**config.mk**
```make
export PLATFORM = sky130hd
export DESIGN_NAME = rf_wb_arbiter
export DESIGN_NICKNAME = d
export VERILOG_FILES = /design/src/rtl/rf_wb_arbiter.sv
export SDC_FILE = /design/constraint.sdc
export NUM_CORES = 1
export LEC_CHECK = 0
export CAP_MARGIN = 40
export CORE_MARGIN = 10
export CORE_UTILIZATION = 42
export CTS_CLUSTER_SIZE = 20
export DETAILED_ROUTE_END_ITERATION = 8
export MAX_ROUTING_LAYER = met4
export PLACE_DENSITY = 0.93
export REMOVE_ABC_BUFFERS = 1
export SYNTH_ARGS = -nofsm -noshare
export SYNTH_HDL_FRONTEND = slang
export SYNTH_SLANG_ARGS = --single-unit
```
**constraint.sdc**
```tcl
create_clock -name clk -period 4.5 [get_ports clk]
set_input_delay 0.9 -clock clk [delete_from_list [all_inputs] [get_ports clk]]
set_output_delay 0.9 -clock clk [all_outputs]
set_load 0.005 [all_outputs]
```
**src/rtl/rf_wb_arbiter.sv**
```systemverilog
// Round-robin arbiter sharing the register-file write port among NREQ writeback sources.
// The accepted write is registered and presented one cycle later. A saturating counter tracks contention.
module rf_wb_arbiter #(
    parameter int DW   = 32,
    parameter int AW   = 5,
    parameter int NREQ = 3,
    parameter int IDW  = $clog2(NREQ)
) (
    input  logic                 clk,
    input  logic                 rst_n,
    input  logic [NREQ-1:0]      req_valid,
    input  logic [NREQ*AW-1:0]   req_addr,
    input  logic [NREQ*DW-1:0]   req_data,
    output logic [NREQ-1:0]      req_ready,
    input  logic                 stall,
    input  logic                 clr_stat,
    output logic                 wr_en,
    output logic [AW-1:0]        wr_addr,
    output logic [DW-1:0]        wr_data,
    output logic [IDW-1:0]       wr_src,
    output logic [15:0]          conflict_cnt
);

    logic [IDW-1:0] ptr;
    logic [IDW-1:0] ptr_next;
    logic [IDW-1:0] win_idx;
    logic [IDW:0]   cand;
    logic           found;
    logic           transfer;
    logic [AW-1:0]  win_addr;
    logic [DW-1:0]  win_data;
    logic           contention;

    // The candidate index is one bit wider than ptr so that ptr+k cannot overflow before the modulo wrap.
    always_comb begin
        found   = 1'b0;
        win_idx = '0;
        cand    = '0;
        for (int k = 0; k < NREQ; k++) begin
            cand = {1'b0, ptr} + (IDW+1)'(k);
            if (cand >= (IDW+1)'(NREQ)) begin
                cand = cand - (IDW+1)'(NREQ);
            end
            if (!found && req_valid[cand]) begin
                found   = 1'b1;
                win_idx = cand[IDW-1:0];
            end
        end
    end

    always_comb begin
        transfer  = found && !stall;
        req_ready = '0;
        if (transfer) begin
            req_ready[win_idx] = 1'b1;
        end
        win_addr   = req_addr[win_idx*AW +: AW];
        win_data   = req_data[win_idx*DW +: DW];
        ptr_next   = (win_idx == IDW'(NREQ-1)) ? '0 : win_idx + 1'b1;
        contention = $countones(req_valid) > 1;
    end

    // Writes to x0 still complete the handshake, but they never raise wr_en.
    always_ff @(posedge clk or negedge rst_n) begin
        if (!rst_n) begin
            ptr     <= '0;
            wr_en   <= 1'b0;
            wr_addr <= '0;
            wr_data <= '0;
            wr_src  <= '0;
        end else begin
            wr_en <= 1'b0;
            if (transfer) begin
                wr_en   <= (win_addr != '0);
                wr_addr <= win_addr;
                wr_data <= win_data;
                wr_src  <= win_idx;
                ptr     <= ptr_next;
            end
        end
    end

    always_ff @(posedge clk or negedge rst_n) begin
        if (!rst_n) begin
            conflict_cnt <= '0;
        end else if (clr_stat) begin
            conflict_cnt <= '0;
        end else if (contention && conflict_cnt != 16'hFFFF) begin
            conflict_cnt <= conflict_cnt + 16'd1;
        end
    end

endmodule

```
==> summary.txt <==
Timing
  – RSZ-0062 raised after global routing: false
  – Period utilisation layout: 0.9179
  – Final hold vios: 0
  – Worst Tran Pin Value: 747.9 ps
  – Worst slew margin: 0.5014
  – Setup TNS: 0 ps
  – Final min period: 4131 ps
  – FMAX: 242.1 MHz
  – Pins Over Slew Limit: 0
  – Setup Viol. Count Final: 0
  – Worst Hold Slack: 495.6 ps
  – Final clock skew: 10.64 ps

Yosys
  – Commonest cells in the netlist: dfrtp_1 (58), nor2_1 (54), a221oi_1 (26)
  – Synthesized netlist cell count: 320
  – YS warnings: 0
  – Post-synthesis sequential area ratio: 0.4585
  – Share of the synthesized area in the top cell type: 0.4585
  – Synthesized cell area: around 0.0032 mm²
  – Ys async rst share: 1.000
  – Main synth FF type: dfrtp_1
  – Synth unique cells: 47
  – Post-synth EDFFs: 0
  – Synth area leaders: dfrtp_1 (46%), a221oi_1 (7.2%), nor2_1 (6.4%)
  – Count leader, synth: dfrtp_1
  – Yosys top cell by area: dfrtp_1
  – Post-synthesis register bit count: 58
  – Mapped Avg Cell Area: slightly below 10 µm²

Critical path
  – Worst EP arrival: around 3200 ps
  – Startpoint Class: primary input
  – CP Buf/Inv Count: 2
  – Crit-path cells: clkdlybuf4s50_1, mux2i_1, o21ai_2, nor2_2, a21o_1, nor3_1, clkdlybuf4s50_1
  – CP peak stage delay: 650 ps
  – Crit path max fanout: 6
  – WS Path Type: primary input to primary output
  – CP max stage cell: clkdlybuf4s50_1
  – CP most frequent cell: clkdlybuf4s50_1
  – Family with the most delay on the worst path: buffers and inverters
  – WP data required: 3600 ps
  – Endpoint class of the critical path: primary output

Global routing
  – Initial antenna violation count: 0
  – Number of global-route vias before repair: roughly 3.6k
  – Grt total ovfl: 0
  – First-pass GRT wire length: approximately 18000 µm
  – Pin count of the biggest net entering global routing: 59
  – GRT Total Usage: 0.2050

Detailed routing
  – Post-route ant nets: 0
  – DRT Wirelength: between 10000 and 15000 µm
  – First drt pass iteration count: 4
  – Initial DRC Count: ~160
  – Routed length per placed instance: about 20 µm
  – Total number of vias: roughly 3.3k
  – DRC Markers: 0
  – DR vias/cell: 5.566

Clock network
  – Clock sink total: 58
  – Post-CTS Hold Fix Bufs: 0
  – CTS tree: done
  – Clk slew on worst S/H paths: 60 ps
  – CTS Buf Count: 9
  – Later-pin clock latency in the skew report: 320 ps
  – Root cell of the clock tree: clkbuf_8
  – H-tree depth: 3
  – Longest Clk Path Bufs: 2
  – Cts repair resizes: 0
  – Post-CTS setup buffer count: 0

Final layout
  – Antenna diodes: 0
  – Fillers: ~570
  – Fraction of layout cells with a size suffix above 1: 0.06667
  – Area delta synth->final: 62.65%
  – Core Util, Final: 0.7061
  – Fin area: 0.005149 mm²
  – Final nets: 615

Floorplan
  – Initial Util: 0.4341
  – DIE WIDTH: 106.8 µm
  – Core area: ~0.0073 mm²
  – Die Height: 106.8 µm
  – Io pins: 177
  – Std-Cell Rows: 31
  – Die Area: 0.01141 mm²

Power and ir drop
  – Pwr dens: between 600 and 700 mW/mm²
  – Leakage power: between 0.002 and 0.0025 µW
  – Maximum vdd drop: 453.9 µV

Placed design
  – DP Wirelength: 9132 µm
  – DP Area: 0.004979 mm²
  – Gpl congestion: approximately 0.85
  – Port bufs: 176

Flow run
  – Max-capacitance violation count: 0

Min path
  – Worst hold path type: register to register

Run status
  – Outcome: completed
[where the power goes]
part	switching (µW)	internal [µW]	total [µW]	leakage (µW)
Combinational	989	888	1880	0.00125
Clock	196	224	420	0.0000920
Sequential	107	728	835	0.000704
[worst reg2reg max path, delay by kind of cell, from the launching register on]
kind	cells	cell delay, ps
and+or+nand+nor	1	130
AOI/OAI and AO/OA	4	1470
DFF	1	400
adders and majority gates	1	400
buffers and inverters	1	80
muxes	1	300
[cells in the final DEF, fill, tap and decap left out, types with 2 or more instances in the layout]
| cell type | synthesis | layout |
|---|---|---|
| nor3_1 | 2 | 2 |
| a21o_1 | 5 | 5 |
| mux2i_1 | 4 | 4 |
| nand4_1 | 4 | 4 |
| buf_4 | 2 | 6 |
| and3_1 | 6 | 6 |
| a31oi_1 | 14 | 14 |
| nand3b_1 | 2 | 2 |
| nor2_2 | 2 | 2 |
| or2_2 | 2 | 2 |
| inv_1 | 3 | 3 |
| a22oi_1 | 12 | 12 |
| o21ai_0 | 7 | 7 |
| nand2b_1 | 3 | 3 |
| and2_1 | 2 | 2 |
| a211oi_1 | 2 | 2 |
| nand2_1 | 20 | 20 |
| xnor2_1 | 3 | 3 |
| nand3_1 | 5 | 5 |
| ha_1 | 6 | 6 |
| clkdlybuf4s50_1 | 0 | 175 |
| a21oi_1 | 6 | 5 |
| nor2_1 | 54 | 54 |
| clkinv_2 | 0 | 3 |
| a311oi_1 | 2 | 2 |
| clkbuf_8 | 0 | 11 |
| dfrtp_1 | 58 | 58 |
| or3_1 | 2 | 2 |
| a221oi_1 | 26 | 26 |
| o2bb2ai_1 | 22 | 22 |
| xor2_1 | 9 | 9 |
[worst paths after layout]
path	to	cells after the start	from	slack, ps
worst max-delay path	req_ready[2]	7	req_valid[2]	370
worst min register to register	wr_addr[4]$_DFFE_PN0P_	2	wr_addr[4]$_DFFE_PN0P_	500
max in group asynchronous	wr_addr[3]$_DFFE_PN0P_	2	rst_n	3280
worst max register to register	wr_en$_DFF_PN0_	8	ptr[0]$_DFFE_PN0P_	1640
min in group asynchronous	conflict_cnt[8]$_DFFE_PN0P_	2	rst_n	720
worst min-delay path	wr_addr[4]$_DFFE_PN0P_	2	wr_addr[4]$_DFFE_PN0P_	500
[layout make-up]
cell class / instances / area, µm² / area share
inverter: 3 / 11.26 / 0.002187
tap: 99 / 123.9 / 0.02406
sequential: 58 / 1451 / 0.2819
timing repair buffer: 182 / 1802 / 0.3499
multi-input combinational: 237 / 1590 / 0.3089
clock inverter: 3 / 15.01 / 0.002916
clock buffer: 12 / 155.1 / 0.03013
[flip-flops by register name, summed over array words and instances, names as in the netlist]
name          flops
ptr               2
wr_addr           5
wr_data          32
wr_en             1
wr_src            2
conflict_cnt     16
[stage by stage]
| stage | std cells | total power (µW) | setup WS [ps] |
|---|---|---|---|
| finish | 594 | 3132 | 369.4 |
| CTS | 594 | 3159 | 364.2 |
| floorplan | 298 | 1823 | 254.7 |
| detailed placement | 579 | 2728 | 370.4 |
| global placement | 579 | 2641 | 477.3 |
| global route | 594 | 3363 | 206.5 |
[cells by family after synthesis]
group           after synthesis  share of synthesized area
simple gates                108                     0.1640
xor+xnor                     12                    0.03320
mux                           4                    0.01265
flops                        58                     0.4585
fa+ha+maj                     6                    0.02371
buf+inv                      25                    0.04268
compound gates              107                     0.2652
[layer usage]
metal	share of wire	global-route usage
met4	0.021	0.07350
met5	0	-
met2	0.51	0.3468
met3	0.066	0.05269
met1	0.41	0.2292
No activity file was read; power rests on OpenSTA's default activity.
